`src/rtl/mem_acc_pkg.sv`:
```
// Shared types and constants for the memory access sequencer.
package mem_acc_pkg;

    localparam int DW = 16;
    localparam int AW = 16;

    localparam logic [1:0] BE_LO = 2'b01;
    localparam logic [1:0] BE_HI = 2'b10;
    localparam logic [1:0] BE_W  = 2'b11;

    typedef enum logic [2:0] {
        IDLE = 3'd0,
        ACC1 = 3'd1,
        CAP1 = 3'd2,
        ACC2 = 3'd3,
        CAP2 = 3'd4,
        RSP  = 3'd5
    } state_t;

endpackage

```
`src/rtl/mem_access_seq_if.sv`:
```
// Request/response and RAM-side signals of the sequencer. Handshake: a request
// transfers on the rising edge where req_valid && req_ready are both high.
interface mem_access_seq_if;
    import mem_acc_pkg::*;

    logic          req_valid;
    logic          req_ready;
    logic          req_we;
    logic          req_wb;
    logic [AW-1:0] req_addr;
    logic [DW-1:0] req_wdata;
    logic          rsp_valid;
    logic [DW-1:0] rsp_rdata;
    logic          rsp_err;
    logic          mem_en;
    logic          mem_we;
    logic [1:0]    mem_be;
    logic [AW-2:0] mem_addr;
    logic [DW-1:0] mem_wdata;
    logic [DW-1:0] mem_rdata;
    state_t        dbg_state;

    modport master (
        output req_valid, req_we, req_wb, req_addr, req_wdata, mem_rdata,
        input  req_ready, rsp_valid, rsp_rdata, rsp_err,
        input  mem_en, mem_we, mem_be, mem_addr, mem_wdata, dbg_state
    );

    modport slave (
        input  req_valid, req_we, req_wb, req_addr, req_wdata, mem_rdata,
        output req_ready, rsp_valid, rsp_rdata, rsp_err,
        output mem_en, mem_we, mem_be, mem_addr, mem_wdata, dbg_state
    );

endinterface

```
`src/rtl/mem_lane_steer.sv`:
```
// Byte-lane steering: byte enables, write data placement and read-lane
// extraction for one access phase (phase 0 = first access, 1 = second).
module mem_lane_steer
    import mem_acc_pkg::*;
(
    input  logic          wb,
    input  logic          a0,
    input  logic          phase,
    input  logic [DW-1:0] wdata,
    input  logic [DW-1:0] rdata,
    output logic [1:0]    be,
    output logic [DW-1:0] mem_wdata,
    output logic [DW-1:0] rd_part
);

    always_comb begin
        be        = BE_W;
        mem_wdata = wdata;
        rd_part   = rdata;
        case ({wb, a0})
            2'b00: begin
                be        = BE_LO;
                mem_wdata = {wdata[7:0], wdata[7:0]};
                rd_part   = {8'h00, rdata[7:0]};
            end
            2'b01: begin
                be        = BE_HI;
                mem_wdata = {wdata[7:0], wdata[7:0]};
                rd_part   = {8'h00, rdata[15:8]};
            end
            2'b10: begin
                be        = BE_W;
                mem_wdata = wdata;
                rd_part   = rdata;
            end
            default: begin
                // Misaligned word: low byte lives in the odd lane of the
                // first word, high byte in the even lane of the next word.
                if (!phase) begin
                    be        = BE_HI;
                    mem_wdata = {wdata[7:0], 8'h00};
                    rd_part   = {8'h00, rdata[15:8]};
                end else begin
                    be        = BE_LO;
                    mem_wdata = {8'h00, wdata[15:8]};
                    rd_part   = {rdata[7:0], 8'h00};
                end
            end
        endcase
    end

endmodule

```
`src/rtl/mem_access_seq.sv`:
```
// Memory access sequencer: CPU byte/word requests to a 16-bit RAM with byte
// enables. Define MEM_ACC_SPLIT_EN to split misaligned words; otherwise they are rejected.
module mem_access_seq
    import mem_acc_pkg::*;
(
    input  logic           clk,
    input  logic           rst,
    mem_access_seq_if.slave bus
);

    state_t        state_q, state_d;
    logic          ready_q;
    logic          we_q, wb_q;
    logic [AW-1:0] addr_q;
    logic [DW-1:0] wdata_q;
    logic [DW-1:0] acc_q, acc_d;
    logic [DW-1:0] rdata_q;
    logic          accept;
    logic          phase;
    logic          in_acc;
    logic [1:0]    be_s;
    logic [DW-1:0] wd_s, rd_part;

    assign accept = bus.req_valid && ready_q;

`ifdef MEM_ACC_SPLIT_EN
    logic split_q;
    assign split_q = wb_q && addr_q[0];
    assign phase   = (state_q == ACC2) || (state_q == CAP2);
`else
    logic err_q;
    assign phase = 1'b0;
`endif

    mem_lane_steer u_steer (
        .wb        (wb_q),
        .a0        (addr_q[0]),
        .phase     (phase),
        .wdata     (wdata_q),
        .rdata     (bus.mem_rdata),
        .be        (be_s),
        .mem_wdata (wd_s),
        .rd_part   (rd_part)
    );

    always_comb begin
        state_d = state_q;
        acc_d   = acc_q;
        case (state_q)
            IDLE: begin
                acc_d = '0;
                if (accept) begin
`ifdef MEM_ACC_SPLIT_EN
                    state_d = ACC1;
`else
                    state_d = (bus.req_wb && bus.req_addr[0]) ? RSP : ACC1;
`endif
                end
            end
            ACC1: begin
`ifdef MEM_ACC_SPLIT_EN
                if (!we_q)        state_d = CAP1;
                else if (split_q) state_d = ACC2;
                else              state_d = RSP;
`else
                state_d = we_q ? RSP : CAP1;
`endif
            end
            CAP1: begin
                acc_d = acc_q | rd_part;
`ifdef MEM_ACC_SPLIT_EN
                state_d = split_q ? ACC2 : RSP;
`else
                state_d = RSP;
`endif
            end
`ifdef MEM_ACC_SPLIT_EN
            ACC2: state_d = we_q ? RSP : CAP2;
            CAP2: begin
                acc_d   = acc_q | rd_part;
                state_d = RSP;
            end
`endif
            RSP:     state_d = IDLE;
            default: state_d = IDLE;
        endcase
    end

    always_ff @(posedge clk) begin
        if (rst) begin
            state_q <= IDLE;
            ready_q <= 1'b0;
            we_q    <= 1'b0;
            wb_q    <= 1'b0;
            addr_q  <= '0;
            wdata_q <= '0;
            acc_q   <= '0;
            rdata_q <= '0;
`ifndef MEM_ACC_SPLIT_EN
            err_q   <= 1'b0;
`endif
        end else begin
            state_q <= state_d;
            ready_q <= (state_d == IDLE);
            acc_q   <= acc_d;
            if (accept) begin
                we_q    <= bus.req_we;
                wb_q    <= bus.req_wb;
                addr_q  <= bus.req_addr;
                wdata_q <= bus.req_wdata;
`ifndef MEM_ACC_SPLIT_EN
                err_q   <= bus.req_wb && bus.req_addr[0];
`endif
            end
            // Response data only changes on entry to RSP so it holds between responses.
            if ((state_d == RSP) && (state_q != RSP))
                rdata_q <= acc_d;
        end
    end

    assign in_acc = (state_q == ACC1) || (state_q == ACC2);

    always_comb begin
        bus.mem_addr = '0;
        if (state_q == ACC1)      bus.mem_addr = addr_q[AW-1:1];
        else if (state_q == ACC2) bus.mem_addr = addr_q[AW-1:1] + 15'd1;
    end

    assign bus.mem_en    = in_acc;
    assign bus.mem_we    = in_acc && we_q;
    assign bus.mem_be    = in_acc ? be_s : 2'b00;
    assign bus.mem_wdata = in_acc ? wd_s : '0;
    assign bus.req_ready = ready_q;
    assign bus.rsp_valid = (state_q == RSP);
    assign bus.rsp_rdata = rdata_q;
`ifdef MEM_ACC_SPLIT_EN
    assign bus.rsp_err   = 1'b0;
`else
    assign bus.rsp_err   = (state_q == RSP) && err_q;
`endif
    assign bus.dbg_state = state_q;

endmodule

```
`src/flat_wrapper.sv`:
```
// flat-port wrapper written by rule: the top's interface ports become plain ports
module mem_access_seq_flat import mem_acc_pkg::*;
  (clk, rst, bus_req_valid, bus_req_we, bus_req_wb, bus_req_addr, bus_req_wdata, bus_mem_rdata, bus_req_ready, bus_rsp_valid, bus_rsp_rdata, bus_rsp_err, bus_mem_en, bus_mem_we, bus_mem_be, bus_mem_addr, bus_mem_wdata, bus_dbg_state);
  mem_access_seq_if bus_i ();
  input  logic clk;
  input  logic rst;
  input wire logic [$bits(bus_i.req_valid)-1:0] bus_req_valid;
  input wire logic [$bits(bus_i.req_we)-1:0] bus_req_we;
  input wire logic [$bits(bus_i.req_wb)-1:0] bus_req_wb;
  input wire logic [$bits(bus_i.req_addr)-1:0] bus_req_addr;
  input wire logic [$bits(bus_i.req_wdata)-1:0] bus_req_wdata;
  input wire logic [$bits(bus_i.mem_rdata)-1:0] bus_mem_rdata;
  output wire logic [$bits(bus_i.req_ready)-1:0] bus_req_ready;
  output wire logic [$bits(bus_i.rsp_valid)-1:0] bus_rsp_valid;
  output wire logic [$bits(bus_i.rsp_rdata)-1:0] bus_rsp_rdata;
  output wire logic [$bits(bus_i.rsp_err)-1:0] bus_rsp_err;
  output wire logic [$bits(bus_i.mem_en)-1:0] bus_mem_en;
  output wire logic [$bits(bus_i.mem_we)-1:0] bus_mem_we;
  output wire logic [$bits(bus_i.mem_be)-1:0] bus_mem_be;
  output wire logic [$bits(bus_i.mem_addr)-1:0] bus_mem_addr;
  output wire logic [$bits(bus_i.mem_wdata)-1:0] bus_mem_wdata;
  output wire logic [$bits(bus_i.dbg_state)-1:0] bus_dbg_state;
  assign bus_i.req_valid = bus_req_valid;
  assign bus_i.req_we = bus_req_we;
  assign bus_i.req_wb = bus_req_wb;
  assign bus_i.req_addr = bus_req_addr;
  assign bus_i.req_wdata = bus_req_wdata;
  assign bus_i.mem_rdata = bus_mem_rdata;
  assign bus_req_ready = bus_i.req_ready;
  assign bus_rsp_valid = bus_i.rsp_valid;
  assign bus_rsp_rdata = bus_i.rsp_rdata;
  assign bus_rsp_err = bus_i.rsp_err;
  assign bus_mem_en = bus_i.mem_en;
  assign bus_mem_we = bus_i.mem_we;
  assign bus_mem_be = bus_i.mem_be;
  assign bus_mem_addr = bus_i.mem_addr;
  assign bus_mem_wdata = bus_i.mem_wdata;
  assign bus_dbg_state = bus_i.dbg_state;
  mem_access_seq u_core (.clk(clk), .rst(rst), .bus(bus_i));
endmodule
```
`config.mk`:
```
export PLATFORM = sky130hd
export DESIGN_NAME = mem_access_seq_flat
export DESIGN_NICKNAME = d
export VERILOG_FILES = /design/src/rtl/mem_acc_pkg.sv /design/src/rtl/mem_access_seq_if.sv /design/src/rtl/mem_lane_steer.sv /design/src/rtl/mem_access_seq.sv /design/src/flat_wrapper.sv
export SDC_FILE = /design/constraint.sdc
export NUM_CORES = 1
export LEC_CHECK = 0
export BUFFER_PORTS_ARGS = -buffer_cell sky130_fd_sc_hd__buf_2
export CAP_MARGIN = 15
export CELL_PAD_IN_SITES_DETAIL_PLACEMENT = 0
export CELL_PAD_IN_SITES_GLOBAL_PLACEMENT = 1
export CORE_AREA = 2 2 118 120
export DETAILED_ROUTE_END_ITERATION = 8
export DIE_AREA = 0 0 120 122
export GPL_ROUTABILITY_DRIVEN = 0
export PLACE_DENSITY = 0.69
export RECOVER_POWER = 100
export SLEW_MARGIN = 0
export SYNTH_ARGS = -nofsm -noshare
export SYNTH_HDL_FRONTEND = slang
export SYNTH_SLANG_ARGS = --single-unit
```
`constraint.sdc`:
```
create_clock -name clk -period 3.3 [get_ports clk]
set_input_delay 0.495 -clock clk [delete_from_list [all_inputs] [get_ports clk]]
set_output_delay 0.495 -clock clk [all_outputs]
set_load 0.01 [all_outputs]
```
# Word-level counts from Yosys, hierarchy flattened

Cells that the tools add are included.
W data, S select, Z words.

Logic and storage cells: 41
Bits of input ports: 53
Output and inout bits: 57
Flip-flop bits (word level): 71

Reductions and logical operators: 10
Mux-type cells: 12
Add/sub/neg operators: 1
Equality and inequality tests: 8
Bitwise gates (word level): 1

Operators by type and width:

| operator                | number |
|---|---|
| $pmux W16 S2            | 3 |
| $mux W15                | 2 |
| $mux W16                | 1 |
| $or A16 B16 Y16         | 1 |
| $add A15 B1 Y15 const B | 1 |
| $mux W3                 | 3 |
| $pmux W3 S3             | 1 |
| $eq A3 B2 Y1 const B    | 2 |
| $eq A3 B3 Y1 const B    | 2 |
| $logic_not A3 Y1        | 2 |
| $logic_and A1 B1 Y1     | 5 |
| $pmux W2 S2             | 1 |
| $eq A3 B1 Y1 const B    | 1 |
| $ne A3 B3 Y1 const B    | 1 |
| $eq A2 B1 Y1 const B    | 1 |
| $eq A2 B2 Y1 const B    | 1 |
| $logic_not A2 Y1        | 1 |
| $mux W2                 | 1 |
| $reduce_or A2 Y1        | 1 |
| $logic_or A1 B1 Y1      | 1 |

# Logic depth before layout (Yosys ltp)

Gate-level depths: netlist of run 1.

Depth after elaboration: 6
Gate-level depth with buffers: 6
Depth with buffers taken out: 5

# Hierarchy

A second synthesis of run 1 with hierarchy kept.

Cell total of the unflattened synthesis: 443
Area total of the unflattened synthesis: 3616.0 µm²

By module, submodules not included:

| module         | cells each | area an instance (µm²) | seq. area each (µm²) | instances |
|---|---|---|---|---|
| mem_access_seq | 383        | 3133.0                 | 1421.4               | 1 |
| mem_lane_steer | 60         | 483.0                  | 0.0                  | 1 |

# Worst setup path after synthesis of run 1

Ideal clock, no wire load.

Kind: flip-flop to output port
Start: register u_core.addr_q[7]
End: output port bus_mem_addr[12]
Required time: 2.805 ns
Path buffers: 0
Path slack: 1.318 ns
Stages on the path, launching flop included: 5
Arrival: 1.487 ns
Cell sequence: dfxtp_1 > nand4_4 > or3_1 > or3_1 > a21oi_1

Longest elaborated chain between the ends: 3

RTL lines:

| item                   | line                  | source |
|---|---|---|
| from (decl)            | mem_access_seq.sv:14  | `logic [AW-1:0] addr_q;` |
| from (signal assigned) | mem_access_seq.sv:109 | `addr_q <= bus.req_addr;` |
| $add A15 B1 Y15        | mem_access_seq.sv:126 | `else if (state_q == ACC2) bus.mem_addr = addr_q[AW-1:1] + 15'd1;` |
| $mux W15               | mem_access_seq.sv:126 |  |
| $mux W15               | mem_access_seq.sv:125 | `if (state_q == ACC1) bus.mem_addr = addr_q[AW-1:1];` |
| to (decl)              | flat_wrapper.sv:20    | `output wire logic [$bits(bus_i.mem_addr)-1:0] bus_mem_addr;` |

Every way passes these cells.

# Worst setup path in the final report of run 1

Start: register u_core.state_q[1] (netlist: u_core.bus.dbg_state[1])
End: output port bus_mem_addr[14]

Longest elaborated chain between the ends: 3

RTL lines:

| item                   | line                  | source |
|---|---|---|
| from (decl)            | mem_access_seq.sv:11  | `state_t state_q, state_d;` |
| from (signal assigned) | mem_access_seq.sv:103 | `state_q <= state_d;` |
| $eq A3 B2 Y1           | mem_access_seq.sv:126 |  |
| $mux W15               | mem_access_seq.sv:126 |  |
| $mux W15 *             | mem_access_seq.sv:125 |  |

Mark *: on every way between the ends. The rest lies on a longest branch, timed or not.

==> results.md, run 1 <==
- Nets: 559
- Final hold violation count: 0
- GRT Overall Usage: 0.139
- Max_slew headroom: 0.0171
- Final Cycle Share: 0.787
- Maximum buffer depth of the clock tree: 2
- CTS clock-pin slew for the worst setup and hold paths: 0.06 ns
- Hold buffers post-CTS: 0
- Slew Viols, Final: 0
- CTS buffer count: 9
- Peak supply drop: 0.279 mV
- Later-pin clock latency in the skew report: 0.33 ns
- Post-DRT Antenna Nets: 0
- Finish-stage setup viols: 0
- Slowest cell on the critical path: dfxtp_1
- Post-layout util: 0.309
- Die area: 0.0146 mm²
- Final worst setup slack: 0.704 ns
- WP data arrival: 2.10 ns
- Setup Buffers After CTS: 0
- Number of DRC markers in iteration 0: 191
- Core footprint: 0.0135 mm²
- # diodes: 0
- Synth area leaders: dfxtp_1, nand2_1, a21oi_1
- Pleak: 1.56 nW
- Register Area: 0.00142 mm²
- Hold_ws: 0.394 ns
- Ordered cell list for the critical path: nor2b_1 -> a211oi_1 -> nand3_1 -> a21oi_1 -> clkbuf_1
- Pre-CTS WS: 1.10 ns
- Routed WL per cell: 14.4 µm
- DP Area: 0.00394 mm²
- Critical Path Source Type: flip-flop
- Max Clock Freq: 385 MHz
- Average size of a mapped cell: 7.97 µm²
- Setup CP Type: flip-flop to output port
- Share of the synthesized area in the top cell type: 0.437
- Total power per unit cell area: 528 mW/mm²
- Mapped Cells: 408
- Drt drc: 0
- # IOs: 110
- Yosys cell types: 37
- Inst Count DP: 674
- Pin count of the biggest net entering global routing: 55
- Largest area contributor in the netlist: dfxtp_1
- Total gr overflow: 0
- Detailed placement HPWL: 7.05 mm
- TritonCTS Sinks: 71
- Main synth FF type: dfxtp_1
- Initial core utilization: 0.241
- Syn. warnings: 0
- Worst hold path class: primary input to flip-flop
- Final min period: 2.60 ns
- Site Rows: 43
- EDFF count, synth: 0
- Crit path capture type: output port
- CP max FO: 17
- Worst Tran Pin Value: 1.47 ns
- # port buffers: 109
- DRT Pass-1 Iters: 4
- # fillers: 1499
- Commonest non-fill, non-tap cell in the layout: nand2_1
- Count of non-filler cells in the finished layout: 690
- Seq/Total Area, Yosys: 0.437
- Initial antenna violation count: 3
- Routed WL: 9.95 mm
- Mapped Area: 0.00325 mm²
- H-tree depth: 3
- Required @ worst endpoint: 2.80 ns
- Final total power: 2.20 mW
- Max-cap violation count: 1
- FFs w/ async S/R, synth: 0
- Via density: 4.68
- First-pass GRT wire length: 15.9 mm
- Setup TNS: 0 ns
- Final Skew: 0.00587 ns
- Clk root buf: clkbuf_16
- CTS tree: built
- Status: complete, but fails checks
- Post_cts resized: 0
- Syn nets: 462
- Failing checks: capacitance limit
- Most frequent cells in the layout: nand2_1, dfxtp_1, a21oi_1, buf_2, clkbuf_1
- Area of the multi-input gates: 0.00167 mm²
- Critical Path Max Stage Delay: 0.69 ns
- Synth-to-Final Area Change: 28.4%
- RSZ-0062 raised after global routing: false
- Die Span X: 120 µm
- Final instance area: 0.00418 mm²
- FF+latch count, synth: 71
- Share of cells above drive strength 1: 0.157
- Via count: 3227
- Number of global-route vias before repair: 3157
- Die H: 122 µm
## critical path, delay by kind of cell, from the launching register on
kind / cells / cell delay, ns
flops: 1 / 0.69
compound gates: 2 / 0.57
simple gates: 2 / 0.33
buf+inv: 1 / 0.18
## power breakdown
group | switching, mW | internal [mW]
Sequential | 0.0362 | 0.889
Clock | 0.393 | 0.671
Combinational | 0.135 | 0.0799
Total | 0.564 | 1.64
## flip-flops by register name, summed over array words and instances, names as in the netlist
register,cells
u_core.acc_q,16
u_core.addr_q,16
u_core.bus.rsp_rdata,16
u_core.wdata_q,16
u_core.bus.dbg_state,3
u_core.bus.req_ready,1
u_core.err_q,1
u_core.wb_q,1
u_core.we_q,1
## cell families (layout without fill, tap and decap cells)
group / after synthesis / after routing / synth area share
AO/OA/AOI/OAI: 103 / 103 / 0.204
XOR/XNOR: 11 / 11 / 0.0296
adder cells (fa/ha/maj): 1 / 1 / 0.00385
buffers and inverters: 34 / 136 / 0.0446
flip-flops: 71 / 71 / 0.437
multiplexers: 1 / 1 / 0.00308
AND/OR/NAND/NOR: 187 / 187 / 0.278
## metal layers
| metal | part of all wire | vias up | track usage |
|---|---|---|---|
| li1 | - | 1597 | - |
| met4 | 0.0096 | 4 | 0.0419 |
| met3 | 0.074 | 11 | 0.0454 |
| met2 | 0.47 | 118 | 0.234 |
| met1 | 0.45 | 1497 | 0.168 |
| met5 | 0.0027 | - | 0 |
## layout make-up
type                    count  area share
clock buffers               9      0.0539
clock inverters             7      0.0246
inverters                   6     0.00539
multi-input cells         303       0.399
flip-flops and latches     71       0.340
well taps                 180      0.0539
repair buffers            114       0.123
## cell usage after synthesis (2+ instances only)
cell,count
and3_1,2
nor3b_1,8
nor4_1,4
nor2_1,26
nand2_1,92
buf_1,2
o2111a_1,8
dfxtp_1,71
nand4_1,5
nand3_1,5
o2111ai_1,8
buf_4,3
buf_2,5
xor2_1,4
a21oi_1,65
a211o_1,8
clkbuf_1,18
o21ai_0,2
nand2b_1,9
or3_1,5
nor3_1,4
a21o_1,9
and2_1,12
xnor2_1,7
nor2b_1,10
inv_1,5
## final timing paths
check,end,depth (start not counted),from,slack [ns]
hold reg to reg,u_core.wdata_q[12]$_SDFFE_PP0P_,2,u_core.wdata_q[12]$_SDFFE_PP0P_,0.46
hold / removal,u_core.wdata_q[13]$_SDFFE_PP0P_,3,bus_req_wdata[13],0.39
setup reg to reg,u_core.bus.rsp_rdata[15]$_SDFFE_PP0P_,5,u_core.bus.dbg_state[2]$_SDFF_PP0_,0.74
setup / recovery,bus_mem_addr[14],5,u_core.bus.dbg_state[1]$_SDFF_PP0_,0.70
Note: power is estimated with default switching activity, not from simulation.
==> inputs of run 2 (changes only) <==
==> constraint.sdc (replaced) <==
create_clock -name clk -period 2.4 [get_ports clk]
set_input_delay 0.36 -clock clk [delete_from_list [all_inputs] [get_ports clk]]
set_output_delay 0.36 -clock clk [all_outputs]
set_load 0.01 [all_outputs]
==> run 2 against run 1 <==
The flow now finishes without violations; non-clock buffer count increased by 6; combinational power increased by 46%; die area unchanged; largest cell class unchanged; critical path type unchanged; global-route usage decreased by 0.30 points; critical path depth unchanged.
==> results.md, run 2 (synthesis results as in run 1) <==
- Final Cycle Share: 0.946
- RSZ-0062 raised after global routing: false (unchanged)
- Nets: 565 (was 559)
- Slew Viols, Final: 0 (unchanged)
- Peak supply drop: 0.322 mV (was 0.279 mV)
- Final Skew: 0.00640 ns (was 0.00587 ns)
- Via count: 3211 (was 3227)
- Total gr overflow: 0 (unchanged)
- Crit path from: u_core.addr_q[9]$_SDFFE_PP0P_ (was u_core.bus.dbg_state[1]$_SDFF_PP0_)
- Critical Path Source Type: flip-flop (unchanged)
- First-pass GRT wire length: 15.5 mm (was 15.9 mm)
- Final min period: 2.27 ns
- Initial antenna violation count: 4 (was 3)
- Number of global-route vias before repair: 3101 (was 3157)
- Later-pin clock latency in the skew report: 0.33 ns (about the same)
- Drt drc: 0 (unchanged)
- # IOs: 110 (unchanged)
- Die H: 122 µm (unchanged)
- CTS clock-pin slew for the worst setup and hold paths: 0.05 ns (was 0.06 ns)
- Routed WL: 9.79 mm (was 9.95 mm)
- Max-cap violation count: 0 (was 1)
- Status: finished, final reports clean (was complete, but fails checks)
- Post-layout util: 0.313 (was 0.309)
- Via density: 4.60 (was 4.68)
- TritonCTS Sinks: 71 (unchanged)
- Post-DRT Antenna Nets: 0 (unchanged)
- Commonest non-fill, non-tap cell in the layout: nand2_1 (unchanged)
- Initial core utilization: 0.241 (unchanged)
- Die Span X: 120 µm (unchanged)
- Final total power: 2.90 mW (was 2.20 mW)
- Max Clock Freq: 440 MHz
- Total power per unit cell area: 685 mW/mm² (was 528 mW/mm²)
- Crit path capture type: output port (unchanged)
- Number of DRC markers in iteration 0: 147 (was 191)
- Site Rows: 43 (unchanged)
- Finish-stage setup viols: 0 (unchanged)
- Inst Count DP: 680 (was 674)
- Pleak: 1.63 nW (was 1.56 nW)
- Synth-to-Final Area Change: 30.1% (was 28.4%)
- H-tree depth: 3 (unchanged)
- Final hold violation count: 0 (unchanged)
- # fillers: 1502 (was 1499)
- Maximum buffer depth of the clock tree: 2 (unchanged)
- Setup Buffers After CTS: 0 (unchanged)
- # port buffers: 109 (unchanged)
- CP max FO: 6 (was 17)
- Worst hold path class: primary input to flip-flop (unchanged)
- DRT Pass-1 Iters: 4 (unchanged)
- Share of cells above drive strength 1: 0.186 (was 0.157)
- Die area: 0.0146 mm² (unchanged)
- Setup CP Type: flip-flop to output port (unchanged)
- R2r startpoint: u_core.bus.dbg_state[2]$_SDFF_PP0_ (unchanged)
- Pin count of the biggest net entering global routing: 55 (unchanged)
- Clk root buf: clkbuf_16 (unchanged)
- Detailed placement HPWL: 6.97 mm (was 7.05 mm)
- Count of non-filler cells in the finished layout: 698 (was 690)
- Setup TNS: 0 ns (unchanged)
- CTS buffer count: 9 (unchanged)
- Hold wc startpoint: bus_req_addr[7] (was bus_req_wdata[13])
- WP data arrival: 1.91 ns (was 2.10 ns)
- Most frequent cells in the layout: nand2_1, dfxtp_1, a21oi_1, buf_2, clkbuf_1 (unchanged)
- Core footprint: 0.0135 mm² (unchanged)
- Hold_ws: 0.263 ns (was 0.394 ns)
- Required @ worst endpoint: 2.04 ns (was 2.80 ns)
- Routed WL per cell: 14.0 µm (was 14.4 µm)
- Hold buffers post-CTS: 0 (unchanged)
- Worst Tran Pin Value: 1.12 ns (was 1.47 ns)
- GRT Overall Usage: 0.136 (was 0.139)
- Max_slew headroom: 0.247 (was 0.0171)
- CTS tree: built (unchanged)
## run 2: changes by cell type in the layout (fill, tap and decap cells not counted), moves of 2 or more
cell / before / now
dfxtp_1: 71 / 68
clkbuf_1: 51 / 45
clkbuf_2: 0 / 10
and2_1: 4 / 8
diode_2: 0 / 2
inv_6: 3 / 0
dfxtp_2: 0 / 3
buf_4: 3 / 5
and2_0: 8 / 4
## run 2: routing by layer
metal | up-vias | routed length (µm) | GRT usage
li1 | 1618 | - | -
met1 | 1475 | 4410 | 0.160
met2 | 98 | 4380 | 0.224
met3 | 16 | 838 | 0.0566
met4 | 4 | 134 | 0.0441
met5 | - | 23 | 0
## run 2: final cells by class
| class | instances | area [µm²] | share of cell area |
|---|---|---|---|
| sequential | 71 | 1430 | 0.337 |
| timing repair buffer | 120 | 578 | 0.137 |
| clock buffer | 13 | 250 | 0.0592 |
| multi-input combinational | 303 | 1680 | 0.397 |
| antenna | 2 | 5.00 | 0.00118 |
| clock inverter | 3 | 42.5 | 0.0101 |
| tap | 180 | 225 | 0.0533 |
| inverter | 6 | 22.5 | 0.00533 |
## run 2: final timing paths
| kind | end | slack, ns | cells after the start |
|---|---|---|---|
| setup / recovery | bus_mem_addr[12] | 0.13 | 5 |
| hold / removal | u_core.addr_q[7]$_SDFFE_PP0P_ | 0.26 | 3 |
| setup reg to reg | u_core.bus.rsp_rdata[3]$_SDFFE_PP0P_ | 0.20 | 5 |
| hold reg to reg | u_core.wdata_q[15]$_SDFFE_PP0P_ | 0.45 | 2 |
## run 2: worst max-delay path, cell delays in order, from the launching register on
cell and delay (ns):
dfxtp_1 0.40, nand4_4 0.15, or3_1 0.37, or3_1 0.35, a21oi_1 0.15, buf_2 0.15
## run 2: what timing repair did
action	4_1_cts	5_1_grt
gates resized for setup	0	3
endpoints found under the setup margin	0	1
hold endpoints to repair	0	0
## run 2: where the power goes
part / total, mW / internal [mW] / switching (mW)
clock: 1.32 / 0.832 / 0.484
sequential: 1.27 / 1.22 / 0.0432
combinational: 0.313 / 0.120 / 0.193
## run 2: through the flow
stage | instance area (µm²) | setup slack, ns
after floorplan | 3250 | 0.553
after global placement | 4000 | 0.433
after detailed placement | 4000 | 0.418
after CTS | 4290 | 0.0481
after global routing | 4230 | 0.0114
final | 4230 | 0.129
